## config.mk

```make
export PLATFORM = sky130hd
export DESIGN_NAME = alu_hs_core
export DESIGN_NICKNAME = d
export VERILOG_FILES = /design/src/rtl/alu_hs_core.sv
export SDC_FILE = /design/constraint.sdc
export NUM_CORES = 1
export LEC_CHECK = 0
export CAP_MARGIN = 20
export CELL_PAD_IN_SITES_DETAIL_PLACEMENT = 0
export CELL_PAD_IN_SITES_GLOBAL_PLACEMENT = 1
export CORE_MARGIN = 3
export CORE_UTILIZATION = 46
export DETAILED_ROUTE_END_ITERATION = 7
export PLACE_DENSITY_LB_ADDON = 0.1
export SYNTH_ARGS = -nofsm -noshare
export SYNTH_HDL_FRONTEND = slang
export SYNTH_SLANG_ARGS = --single-unit
```

## constraint.sdc

```tcl
create_clock -name clock -period 2.9 [get_ports clock]
set_input_delay 0.58 -clock clock [delete_from_list [all_inputs] [get_ports clock]]
set_output_delay 0.58 -clock clock [all_outputs]
set_load 0.01 [all_outputs]
```

## src/rtl/alu_hs_core.sv

```systemverilog
// Handshaked unsigned ALU: add/sub/mul complete in one cycle, div uses a restoring
// divider that retires one quotient bit per clock. Results are held until taken.
module alu_hs_core #(
    parameter int WIDTH = 8
) (
    input  logic             clock,
    input  logic             reset,
    input  logic             in_valid,
    output logic             in_ready,
    input  logic [WIDTH-1:0] A,
    input  logic [WIDTH-1:0] B,
    input  logic [3:0]       ALU_Sel,
    output logic             out_valid,
    input  logic             out_ready,
    output logic [WIDTH-1:0] ALU_Out,
    output logic [WIDTH-1:0] ALU_Hi,
    output logic             CarryOut,
    output logic             Zero,
    output logic             DivByZero,
    output logic [1:0]       state_dbg
);

    // Handshake: a transfer happens on a rising edge where valid and ready are both high;
    // valid never depends on ready, and a request or result is consumed only by that transfer.

    localparam int CW = $clog2(WIDTH + 1);

    typedef enum logic [1:0] {
        S_IDLE = 2'd0,
        S_DIV  = 2'd1,
        S_HOLD = 2'd2
    } state_t;

    state_t           state, state_nx;
    logic             accept;

    logic [WIDTH:0]   sum;
    logic [2*WIDTH-1:0] prod;
    logic [WIDTH-1:0] res_out, res_hi;
    logic             res_c, res_dbz, start_div;

    logic [WIDTH-1:0] dvd_q, dvs_q, rem_q;
    logic [CW-1:0]    cnt_q;
    logic [WIDTH:0]   rem_sh, trial;
    logic             q_bit, last_step;
    logic [WIDTH-1:0] rem_nx, dvd_nx;

    assign in_ready  = (state == S_IDLE) & ~reset;
    assign out_valid = (state == S_HOLD);
    assign state_dbg = state;
    assign accept    = in_valid & in_ready;

    // Single-cycle result, computed straight from the operands presented at accept.
    always_comb begin
        sum       = {1'b0, A} + {1'b0, B};
        prod      = {{WIDTH{1'b0}}, A} * {{WIDTH{1'b0}}, B};
        res_out   = '1;
        res_hi    = '0;
        res_c     = 1'b0;
        res_dbz   = 1'b0;
        start_div = 1'b0;
        case (ALU_Sel)
            4'b0001: begin
                res_out = sum[WIDTH-1:0];
                res_c   = sum[WIDTH];
            end
            4'b0010: begin
                res_out = A - B;
                res_c   = (A < B);
            end
            4'b0100: begin
                res_out = prod[WIDTH-1:0];
                res_hi  = prod[2*WIDTH-1:WIDTH];
                res_c   = |prod[2*WIDTH-1:WIDTH];
            end
            4'b1000: begin
                if (B == '0) begin
                    res_hi  = A;
                    res_dbz = 1'b1;
                end else begin
                    start_div = 1'b1;
                end
            end
            default: ;
        endcase
    end

    // One restoring step; the dividend register shifts left and collects quotient bits.
    always_comb begin
        rem_sh    = {rem_q, dvd_q[WIDTH-1]};
        trial     = rem_sh - {1'b0, dvs_q};
        q_bit     = ~trial[WIDTH];
        rem_nx    = q_bit ? trial[WIDTH-1:0] : rem_sh[WIDTH-1:0];
        dvd_nx    = {dvd_q[WIDTH-2:0], q_bit};
        last_step = (cnt_q == CW'(1));
    end

    always_comb begin
        state_nx = state;
        case (state)
            S_IDLE: if (accept) state_nx = start_div ? S_DIV : S_HOLD;
            S_DIV:  if (last_step) state_nx = S_HOLD;
            S_HOLD: if (out_ready) state_nx = S_IDLE;
            default: state_nx = S_IDLE;
        endcase
    end

    always_ff @(posedge clock or posedge reset) begin
        if (reset) state <= S_IDLE;
        else       state <= state_nx;
    end

    always_ff @(posedge clock or posedge reset) begin
        if (reset) begin
            ALU_Out   <= '0;
            ALU_Hi    <= '0;
            CarryOut  <= 1'b0;
            Zero      <= 1'b0;
            DivByZero <= 1'b0;
            dvd_q     <= '0;
            dvs_q     <= '0;
            rem_q     <= '0;
            cnt_q     <= '0;
        end else if (accept) begin
            if (start_div) begin
                dvd_q <= A;
                dvs_q <= B;
                rem_q <= '0;
                cnt_q <= CW'(WIDTH);
            end else begin
                ALU_Out   <= res_out;
                ALU_Hi    <= res_hi;
                CarryOut  <= res_c;
                Zero      <= (res_out == '0);
                DivByZero <= res_dbz;
            end
        end else if (state == S_DIV) begin
            dvd_q <= dvd_nx;
            rem_q <= rem_nx;
            cnt_q <= cnt_q - CW'(1);
            if (last_step) begin
                ALU_Out   <= dvd_nx;
                ALU_Hi    <= rem_nx;
                CarryOut  <= 1'b0;
                Zero      <= (dvd_nx == '0);
                DivByZero <= 1'b0;
            end
        end
    end

endmodule

```

==> flow_summary.json <==
{
  "status": "finished, violations left",
  "violations": "negative setup slack",
  "setup_viol": 15,
  "synth-seq-cells": 49,
  "root_buffer": "clkbuf_16",
  "drv_cap": 0,
  "portBuffers": 46,
  "cp_num_buf_inv": 4,
  "synth_cell_types": 68,
  "hold_ws_ns": 0.4774,
  "io_pins": 47,
  "grt_max_degree": 50,
  "vias_per_cell": 5.554,
  "rows": 39,
  "hold_viol": 0,
  "cts_tree": "done",
  "worstPathMaxFanout": 4,
  "path_cells": "buf_8 -> buf_6 -> and2_4 -> fa_1 -> fa_1 -> fa_1 -> inv_1 -> fa_1 -> inv_2 -> ha_4 -> or4_4 -> a21o_4 -> a31o_1 -> a21oi_2 -> xnor2_2 -> a22o_1 -> a31o_1",
  "start_util": 0.4828,
  "fmax_ghz": 0.2211,
  "yosysSeqAreaShare": 0.2160,
  "core-area_um2": 11760,
  "timing.critical_path.mode_cell": "fa_1",
  "crit_slowest_cell": "fa_1",
  "arrival_ns": 4.70,
  "synth_edf_count": 0,
  "die_area_um2": 13710,
  "synth_area_um2": 5678,
  "crit_type": "in -> reg",
  "setup_slack_ns": -1.623,
  "grt_first_pass_wirelength_um": 29700,
  "finalWeightedCongestion": 0.9526,
  "clk_latency_ns": 0.29,
  "cts_htree_levels": 2,
  "ir_drop_mv": 0.7503,
  "synth_cells": 659,
  "layout_commonest_cell": "buf_4",
  "die_x_um": 117.1,
  "powerDensity_nw_per_um2": 748.9,
  "clockBufferDepth": 2,
  "wl_per_cell_um": 18.47,
  "report.final.slew_viol_count": 0,
  "synth-warning-count": 0,
  "startpoint_type": "input port",
  "grt_overflow": 0,
  "p_leak_nw": 3.942,
  "avgSynthCellArea_um2": 8.616,
  "syn_nets": 784,
  "cts_buffers": 5,
  "dpl.hpwl_um": 14530,
  "clk_pin_slew_ns": 0.06,
  "r2r_slack_ns": 0.29,
  "ant_nets": 0,
  "vias": 5526,
  "final_cell_mix": "buf_4 (126), nand2_1 (64), inv_1 (58)",
  "ctsHoldBuffers": 0,
  "worstPathRequired_ns": 3.08,
  "slew-limit-headroom": 0.5663,
  "first_pass_iters": 5,
  "timing.final.crit_share": 1.560,
  "nFillCells": 911,
  "path_delay_family": "adder cells",
  "drive_gt1_frac": 0.3550,
  "slowest_delay_ns": 0.55,
  "fin_skew_ns": 0.005385,
  "grt.total_usage": 0.2794,
  "synth_ff_type": "dfrtp_1",
  "fin_crit_ns": 4.523,
  "drt_iter0_markers": 414,
  "drc": 0,
  "first_global_vias": 5809,
  "area_growth_pct": 45.15,
  "nets": 957,
  "end_kind": "flip-flop",
  "max_slew.worst_pin.slew_ns": 0.6505,
  "diodes": 0,
  "async_reset_ff_frac": 1.000,
  "antenna_found_initial": 0,
  "min_path_type": "reg -> reg",
  "numClockSinks": 49,
  "grt_setup_unrepaired": "yes",
  "finalWirelength_um": 18380,
  "die_h_um": 117.1,
  "timing.setup.tns_ns": -17.52
}
[worst paths after layout]
kind / startpoint / endpoint / depth (start not counted)
max reg2reg: dvd_q[7] / ALU_Hi[2] / 12
min reg2reg: ALU_Out[0] / ALU_Out[0] / 1
max in group asynchronous: reset / dvs_q[3] / 3
max: A[4] / ALU_Hi[6] / 17
min: ALU_Out[0] / ALU_Out[0] / 1
min in group asynchronous: reset / ALU_Hi[4] / 3
[flip-flops by register name (all words and copies together) (netlist names)]
signal / count
cnt_q: 4
state_dbg: 2
CarryOut: 1
dvs_q: 8
DivByZero: 1
Zero: 1
ALU_Out: 8
dvd_q: 8
ALU_Hi: 8
rem_q: 8
[per-stage QoR]
stage               setup WS, ns    util  cells  area (µm²)  total power, mW
finish                    -1.623  0.7008    995        8242            6.172
detailed placement        -2.549  0.6315    976        7426            4.706
floorplan                 -1.794       -    659        5948            3.289
CTS                       -1.666  0.6810    991        8009            5.740
global placement          -2.503  0.6315    976        7426            4.599
global route              -1.742  0.7008    995        8242            6.635
[layout make-up]
class / count / area [µm²] / share of cell area
clock buffer: 5 / 125.1 / 0.01518
clock inverter: 1 / 5.005 / 0.0006073
inverter: 74 / 282.8 / 0.03431
multi-input combinational: 510 / 4707 / 0.5711
sequential: 49 / 1226 / 0.1488
tap: 164 / 205.2 / 0.02490
timing repair buffer: 192 / 1690 / 0.2051
[where the power goes]
group,switching (mW),internal [mW]
registers,0.211,0.949
logic,2.16,2.29
clock network,0.247,0.309
total,2.62,3.55
[layer usage]
| metal | wire length, µm | global-route usage | vias to the layer above | part of all wire |
|---|---|---|---|---|
| li1 | - | - | 2621 | - |
| met1 | 8245 | 0.3957 | 2671 | 0.45 |
| met3 | 1066 | 0.03907 | 28 | 0.058 |
| met4 | 459 | 0.07722 | 0 | 0.025 |
| met5 | 0 | 0 | - | 0 |
| met2 | 8609 | 0.4494 | 206 | 0.47 |
[Yosys cell counts, types with 3 or more instances]
library cell	number	area (µm²)
fa_1	39	780.8
nand2b_1	9	56.30
ha_1	62	775.7
xor2_1	7	61.31
a22o_1	5	43.79
nor2_1	27	101.4
a21o_1	18	135.1
o21ai_0	39	195.2
and2_1	43	269.0
o21a_1	7	52.55
nand4_1	3	18.77
and3_1	3	18.77
nor2b_1	6	37.54
buf_2	9	45.04
o211ai_1	4	30.03
or3_1	6	37.54
a2bb2oi_1	3	26.28
a221o_1	3	30.03
nor3_1	14	70.07
nor4_1	5	31.28
o31ai_1	4	30.03
mux2i_1	5	50.05
nand3_1	5	25.02
inv_1	74	277.8
dfrtp_1	49	1226
a31o_1	3	26.28
clkbuf_1	13	48.80
a211oi_1	6	45.04
a21oi_1	38	190.2
mux2_2	4	45.04
nand2_1	71	266.5
a31oi_1	10	62.56
a22oi_1	10	75.07
xnor2_1	14	122.6
[kinds of logic (layout without fill, tap and decap cells)]
logic type	count (synthesis)	count (layout)	share of synthesized area
buf+inv	100	272	0.07162
flops	49	49	0.2160
mux	9	9	0.01675
xor+xnor	21	21	0.03239
simple gates	207	207	0.1884
fa+ha+maj	101	101	0.2741
compound gates	172	172	0.2008
[worst register-to-register path, delay by kind of cell, from the launching register on]
kind	cells	cell delay [ns]
DFF	1	0.38
adders and majority gates	2	0.54
AOI/OAI and AO/OA	4	0.54
and+or+nand+nor	1	0.12
muxes	1	0.38
buffers and inverters	3	0.36
xor gates and xnor gates	1	0.19
[what timing repair did]
item	CTS	global route
setup buffers	9	4
resized for setup	176	37
endpoints found under the setup margin	16	15
pin swaps	67	46
cloned	0	0
hold endpoints to repair	0	0
(Power assumes the default switching activity.)
